File: src/rtl/ext_dev_source.sv
// External I/O device model upstream of the DMA engine: buffers a word-wide payload,
// signals readiness after a fixed latency and serves 64-bit blocks during the granted transfer.
module ext_dev_source #(
    parameter int unsigned WORD_SIZE  = 16,
    parameter int unsigned NUM_BLOCKS = 3,
    parameter int unsigned DEV_DELAY  = 8
) (
    input  logic                   CLK,
    input  logic                   RESET,
    input  logic                   wr_en,
    input  logic [WORD_SIZE-1:0]   wr_data,
    input  logic                   BG,
    input  logic [1:0]             offset,
    output logic [4*WORD_SIZE-1:0] edata,
    output logic                   dev_int,
    output logic                   busy,
    output logic [3:0]             fill_cnt,
    output logic                   err
);

    localparam int unsigned NumWords  = 4 * NUM_BLOCKS;
    localparam int unsigned DelayW    = $clog2(DEV_DELAY) + 1;
    localparam logic [3:0]  LastIdx   = 4'(NumWords - 1);
    localparam logic [DelayW-1:0] DelayLoad = DelayW'(DEV_DELAY - 1);

    typedef enum logic [2:0] {StEmpty, StFill, StWait, StReady, StXfer} state_e;

    state_e                state_q, state_d;
    logic [3:0]            fill_cnt_q, fill_cnt_d;
    logic [DelayW-1:0]     delay_q, delay_d;
    logic                  dev_int_q, dev_int_d;
    logic                  err_q, err_d;
    logic [WORD_SIZE-1:0]  buf_q [NumWords];
    logic [WORD_SIZE-1:0]  buf_d [NumWords];
    logic                  offset_ok;
    logic [3:0]            word_idx;

    assign offset_ok = ({30'd0, offset} < NUM_BLOCKS);

    always_comb begin
        state_d    = state_q;
        fill_cnt_d = fill_cnt_q;
        delay_d    = delay_q;
        dev_int_d  = dev_int_q;
        err_d      = err_q;
        buf_d      = buf_q;
        unique case (state_q)
            StEmpty: begin
                if (wr_en) begin
                    buf_d[0]   = wr_data;
                    fill_cnt_d = 4'd1;
                    state_d    = StFill;
                end
            end
            StFill: begin
                if (wr_en) begin
                    buf_d[fill_cnt_q] = wr_data;
                    fill_cnt_d        = fill_cnt_q + 4'd1;
                    if (fill_cnt_q == LastIdx) begin
                        delay_d = DelayLoad;
                        state_d = StWait;
                    end
                end
            end
            StWait: begin
                if (wr_en) err_d = 1'b1;
                if (delay_q == '0) begin
                    state_d   = StReady;
                    dev_int_d = 1'b1;
                end else begin
                    delay_d = delay_q - DelayW'(1);
                end
            end
            StReady: begin
                if (wr_en) err_d = 1'b1;
                if (BG) begin
                    state_d   = StXfer;
                    dev_int_d = 1'b0;
                end
            end
            StXfer: begin
                if (wr_en || !offset_ok) err_d = 1'b1;
                // Grant release consumes the payload; a re-grant is only seen from EMPTY onward.
                if (!BG) begin
                    state_d    = StEmpty;
                    fill_cnt_d = 4'd0;
                end
            end
            default: state_d = StEmpty;
        endcase
    end

    always_ff @(posedge CLK) begin
        if (RESET) begin
            state_q    <= StEmpty;
            fill_cnt_q <= 4'd0;
            delay_q    <= '0;
            dev_int_q  <= 1'b0;
            err_q      <= 1'b0;
        end else begin
            state_q    <= state_d;
            fill_cnt_q <= fill_cnt_d;
            delay_q    <= delay_d;
            dev_int_q  <= dev_int_d;
            err_q      <= err_d;
        end
    end

    // Payload storage needs no reset; it is only read once a full fill has overwritten it.
    always_ff @(posedge CLK) begin
        buf_q <= buf_d;
    end

    // Zero-latency block select so the DMA sees a new offset in the same cycle.
    always_comb begin
        edata    = '0;
        word_idx = '0;
        if ((state_q == StReady || state_q == StXfer) && offset_ok) begin
            for (int k = 0; k < 4; k++) begin
                word_idx = {offset, 2'(k)};
                edata[k*WORD_SIZE +: WORD_SIZE] = buf_q[word_idx];
            end
        end
    end

    assign busy     = (state_q != StEmpty);
    assign dev_int  = dev_int_q;
    assign fill_cnt = fill_cnt_q;
    assign err      = err_q;

endmodule
File: config.mk
export PLATFORM = sky130hd
export DESIGN_NAME = ext_dev_source
export DESIGN_NICKNAME = d
export VERILOG_FILES = /design/src/rtl/ext_dev_source.sv
export SDC_FILE = /design/constraint.sdc
export NUM_CORES = 1
export LEC_CHECK = 0
export ABC_AREA = 1
export ABC_CLOCK_PERIOD_IN_PS = 3300
export BUFFER_PORTS_ARGS = -buffer_cell sky130_fd_sc_hd__buf_2
export CORE_MARGIN = 3
export CORE_UTILIZATION = 45
export CTS_CLUSTER_DIAMETER = 30
export DETAILED_ROUTE_END_ITERATION = 8
export HOLD_SLACK_MARGIN = 0.1
export MAX_ROUTING_LAYER = met4
export SLEW_MARGIN = 30
export SYNTH_ARGS = -nofsm -noshare
export SYNTH_HDL_FRONTEND = slang
export SYNTH_SLANG_ARGS = --single-unit
File: constraint.sdc
create_clock -name CLK -period 3.3 [get_ports CLK]
set_input_delay 0.165 -clock CLK [delete_from_list [all_inputs] [get_ports CLK]]
set_output_delay 0.165 -clock CLK [all_outputs]
set_load 0.03 [all_outputs]
After elaboration in Yosys (flattened, before gate mapping)
Cells that the tools add are included. Widths: inputs -> output; s select.

Register bits: 205. Input bits: 22. Output and inout port bits: 71. Logic and storage cells: 106.

$add $sub $neg: 2. Order comparisons: 7. Equality and inequality tests: 14. Muxes and demuxes: 40. Bitwise gates (word level): 5. Reduce and logical (&&, ||, !) cells: 21.

Operators by type and width (number): $bmux 16 s4 (4); $bwmux 192 (1); $mux 192 (1); $mux 16 (10); $demux 16 s4 (1); $mux 64 (1); $pmux 16 s2 (1); $ge 5x5->1 const B (5); $not 4->5 (5); $mux 4 (6); $mux 3 (6); $ne 2x2->1 const B (8); $pmux 3 s5 (1); $pmux 4 s3 (1); $reduce_and 3->1 (3); $pmux 4 s2 (1); $reduce_and 4->1 (2); $reduce_bool 2->1 (4); $eq 3x2->1 const B (2); $reduce_and 6->1 (1); $reduce_bool 3->1 (2); $lt 5x1->1 const B (1); $add 4x1->4 const B (1); $eq 4x4->1 const B (1); 14 further kinds (20).

Depth between registers and ports, before layout
Word-level depth: 8. Depth in mapped cells: 11.

Worst setup path after synthesis
Ideal clock, no wire load.

Path type: register -> register. From: register fill_cnt[0] (netlist name). To: register buf_q[176] in the netlist's numbering, enable pin. Setup time: 0.414 ns. Arrival time: 2.292 ns. Data required time: 2.886 ns. Slack: 0.593 ns. Cell stages (with the launch flop): 7. Path buffers: 0. Period minus slack after synthesis: 2.707 ns. Cell sequence: dfxtp_1 -> inv_1 -> ha_1 -> inv_1 -> nor2_1 -> o21ai_4 -> a211oi_1.

RTL lines: end signal: assignment (line 111) `buf_q <= buf_d;`; end: declaration (line 33) `logic [WORD_SIZE-1:0] buf_q [NumWords];`.

Worst setup path after layout
From: register state_q[0]. To: output edata[53].

Cells in the longest elaborated chain, start to end: 4. Elaborated cells on any way between the ends: 5.

RTL lines: start: declaration (line 28) `state_e state_q, state_d;`; start signal: assignment (line 95) `state_q <= StEmpty;`; start signal: assignment (line 101) `state_q <= state_d;`; $eq 3x2->1 / $eq 3x3->1 (equally long branches) (line 118) `if ((state_q == StReady || state_q == StXfer) && offset_ok) begin`; $logic_or 1x1->1 (*) (line 118); $logic_and 1x1->1 (*) (line 118); $mux 64 (*) (line 118); end: declaration (line 14) `output logic [4*WORD_SIZE-1:0] edata,`.

Mark *: on every way between the ends. The rest lies on a longest branch, timed or not.

==> results.py <==
metrics = {
    "worst_setup_path": {
        "arrival_ps": 2360,
        "worstReg2RegStart": "state_q[0]$_SDFFE_PP0P_",
        "r2r_slack_ps": 1280,
        "crit_fanout": 64,
        "crit_required_ps": 3130,
        "critical_path_class": "register to output pin",
        "crit_path_start": "state_q[0]$_SDFFE_PP0P_",
        "worst_setup_path_start_kind": "register",
        "endpoint_kind": "output pin",
    },
    "global_route": {
        "grt_max_degree": 65,
        "grt_overflow": 0,
        "antenna_found_initial": 0,
        "grt_pass1_wl_mm": 31.8,
        "grt_usage": 0.210,
        "grt_pass1_vias": 5779,
    },
    "power_and_ir_drop": {
        "leakagePower_nw": 4.14,
        "power_mw": 8.03,
        "ir_worst_vdd_uv": 606,
        "p_per_area_nw_per_um2": 755,
    },
    "layout": {
        "final_common_cell": "edfxtp_1",
        "final_nets": 828,
        "insertedDiodeCount": 0,
        "area.growth.synth_to_final_pct": 26.3,
        "final_cell_mix": "192 x edfxtp_1, 159 x nor2_1, 92 x buf_2",
        "drive_above_1_share": 0.238,
    },
    "yosys": {
        "yosys_warnings": 0,
        "synthCells": 666,
        "ys_types": 31,
        "netlist_area_sq_um": 8430,
        "synth_top_area_share": 0.684,
        "synth.area.top_cells": "edfxtp_1 68%, nor2_1 7.1%, a2bb2oi_1 6.6%",
        "synth_top_area_cell": "edfxtp_1",
        "syn_avg_cell_area_sq_um": 12.7,
        "seq_area_frac_synth": 0.715,
        "syn_nets": 694,
        "yosys_register_bits": 205,
    },
    "timing": {
        "tightestPinTransition_ps": 737,
        "fmax_mhz": 397,
        "setup_viol": 0,
        "fin_skew_ps": 12.5,
        "finalCritPeriodShare": 0.764,
        "hold_violations": 0,
        "finalSetupTns_ps": 0,
        "maxSlewHeadroom": 0.508,
        "rsz0062_at_grt": "false",
        "drv_slew": 0,
        "fin_ws_ps": 779,
        "fin_crit_ps": 2520,
    },
    "placed_design": {
        "dp_slack_ps": 1150,
        "dpl.hpwl_mm": 12.3,
        "port_buffers": 92,
        "gp_congestion": 0.936,
    },
    "clocking": {
        "cts.htree.levels": 2,
        "clockBufferDepth": 3,
        "numCtsBuffers": 39,
        "post_cts_buffers": 0,
        "clk_latency_ps": 500,
        "cts_tree": "built",
        "clock-sinks": 205,
        "clock-root-buffer": "clkbuf_16",
        "clk_pin_slew_ps": 50,
    },
    "die": {
        "die_h_um": 143,
        "die_w_um": 143,
        "core_area_sq_um": 18200,
        "die_area_sq_um": 20400,
        "start_util": 0.463,
        "ioPinCount": 93,
        "fp-row-count": 49,
    },
    "min_path": {
        "worstHoldStart": "wr_en",
        "hp-class": "primary input to register",
    },
    "routing": {
        "wl_per_cell_um": 19.5,
        "via_per_inst": 5.32,
        "first_pass_iters": 5,
        "wirelength_mm": 20.6,
        "first_iter_violations": 390,
        "ant_nets": 0,
        "drc": 0,
        "vias": 5616,
    },
    "outcome": {
        "outcome": "complete, no violations",
    },
    "job": {
        "cap_violations": 0,
    },
}
metrics by stage:
| step | instance area [sq um] | cells | hold WS, ps | utilization |
|---|---|---|---|---|
| floorplan | 8430 | 666 | 234 | - |
| global placement | 9180 | 970 | 407 | 0.504 |
| detailed placement | 9180 | 970 | 413 | 0.504 |
| CTS | 10600 | 1055 | 133 | 0.585 |
| global route | 10600 | 1055 | 171 | 0.585 |
| finish | 10600 | 1055 | 158 | 0.585 |
what timing repair did:
action | CTS | global route
endpoints found under the hold margin | 181 | 0
hold buffers | 18 | 0
gates resized for setup | 0 | 0
cells in the mapped netlist, drive strengths merged:
cell and n:
edfxtp 192, nor2 164, o21ai 74, a2bb2oi 64, inv 45, nand2 35
buf 23, dfxtp 13, clkbuf 12, nand3 10, nor3 10, a21oi 9
ha 6, a211oi 2, a31oi 1, clkinv 1, nand4 1, o211ai 1
o21a 1, xnor2 1, xor2 1
worst paths after layout:
| path | end | cells past startpoint |
|---|---|---|
| worst max register to register | buf_q[170]$_DFFE_PP_ | 5 |
| worst max-delay path | edata[53] | 7 |
| worst min-delay path | err$_SDFFE_PP0P_ | 5 |
| worst min register to register | err$_SDFFE_PP0P_ | 2 |
final cells by class:
cell class / count / area, sq um
clock buffer: 44 / 995
clock inverter: 23 / 293
fill: 1458 / 7560
inverter: 46 / 173
multi-input combinational: 380 / 2080
sequential: 205 / 6030
tap: 229 / 287
timing repair buffer: 128 / 788
kinds of logic (layout without fill, tap and decap cells):
kind of cell             count (synthesis)  count (layout)  synth area share
AO/OA/AOI/OAI                          152             152             0.121
XOR/XNOR                                 2               2           0.00208
adder cells (fa/ha/maj)                  6               6           0.00891
buffers and inverters                   81             241            0.0451
flip-flops                             205             205             0.715
AND/OR/NAND/NOR                        220             220             0.108
worst max-delay path, stage by stage, from the launching register on:
cell and delay [ps]:
dfxtp_1 490, nand2_1 90, nor2_1 170, inv_2 70, nand2_2 90, nand2_4 380, nor2_1 300, buf_2 240
flip-flops by register name, indices dropped and copies added (netlist names):
register,count
err,1
state_q,3
delay_q,4
fill_cnt,4
buf_q,192
dev_int,1
power breakdown:
part / switching (mW) / internal [mW]
clock: 1.26 / 2.63
combinational: 0.761 / 0.293
sequential: 0.0670 / 3.03
total: 2.08 / 5.95
routing by layer:
metal	wire, um	share of wire	global-route usage	up-vias
li1	-	-	-	2661
met1	8840	0.43	0.265	2756
met2	10300	0.50	0.343	167
met3	1110	0.054	0.0425	32
met4	359	0.017	0.0705	0
met5	0	0	-	-
(Power assumes the default switching activity.)
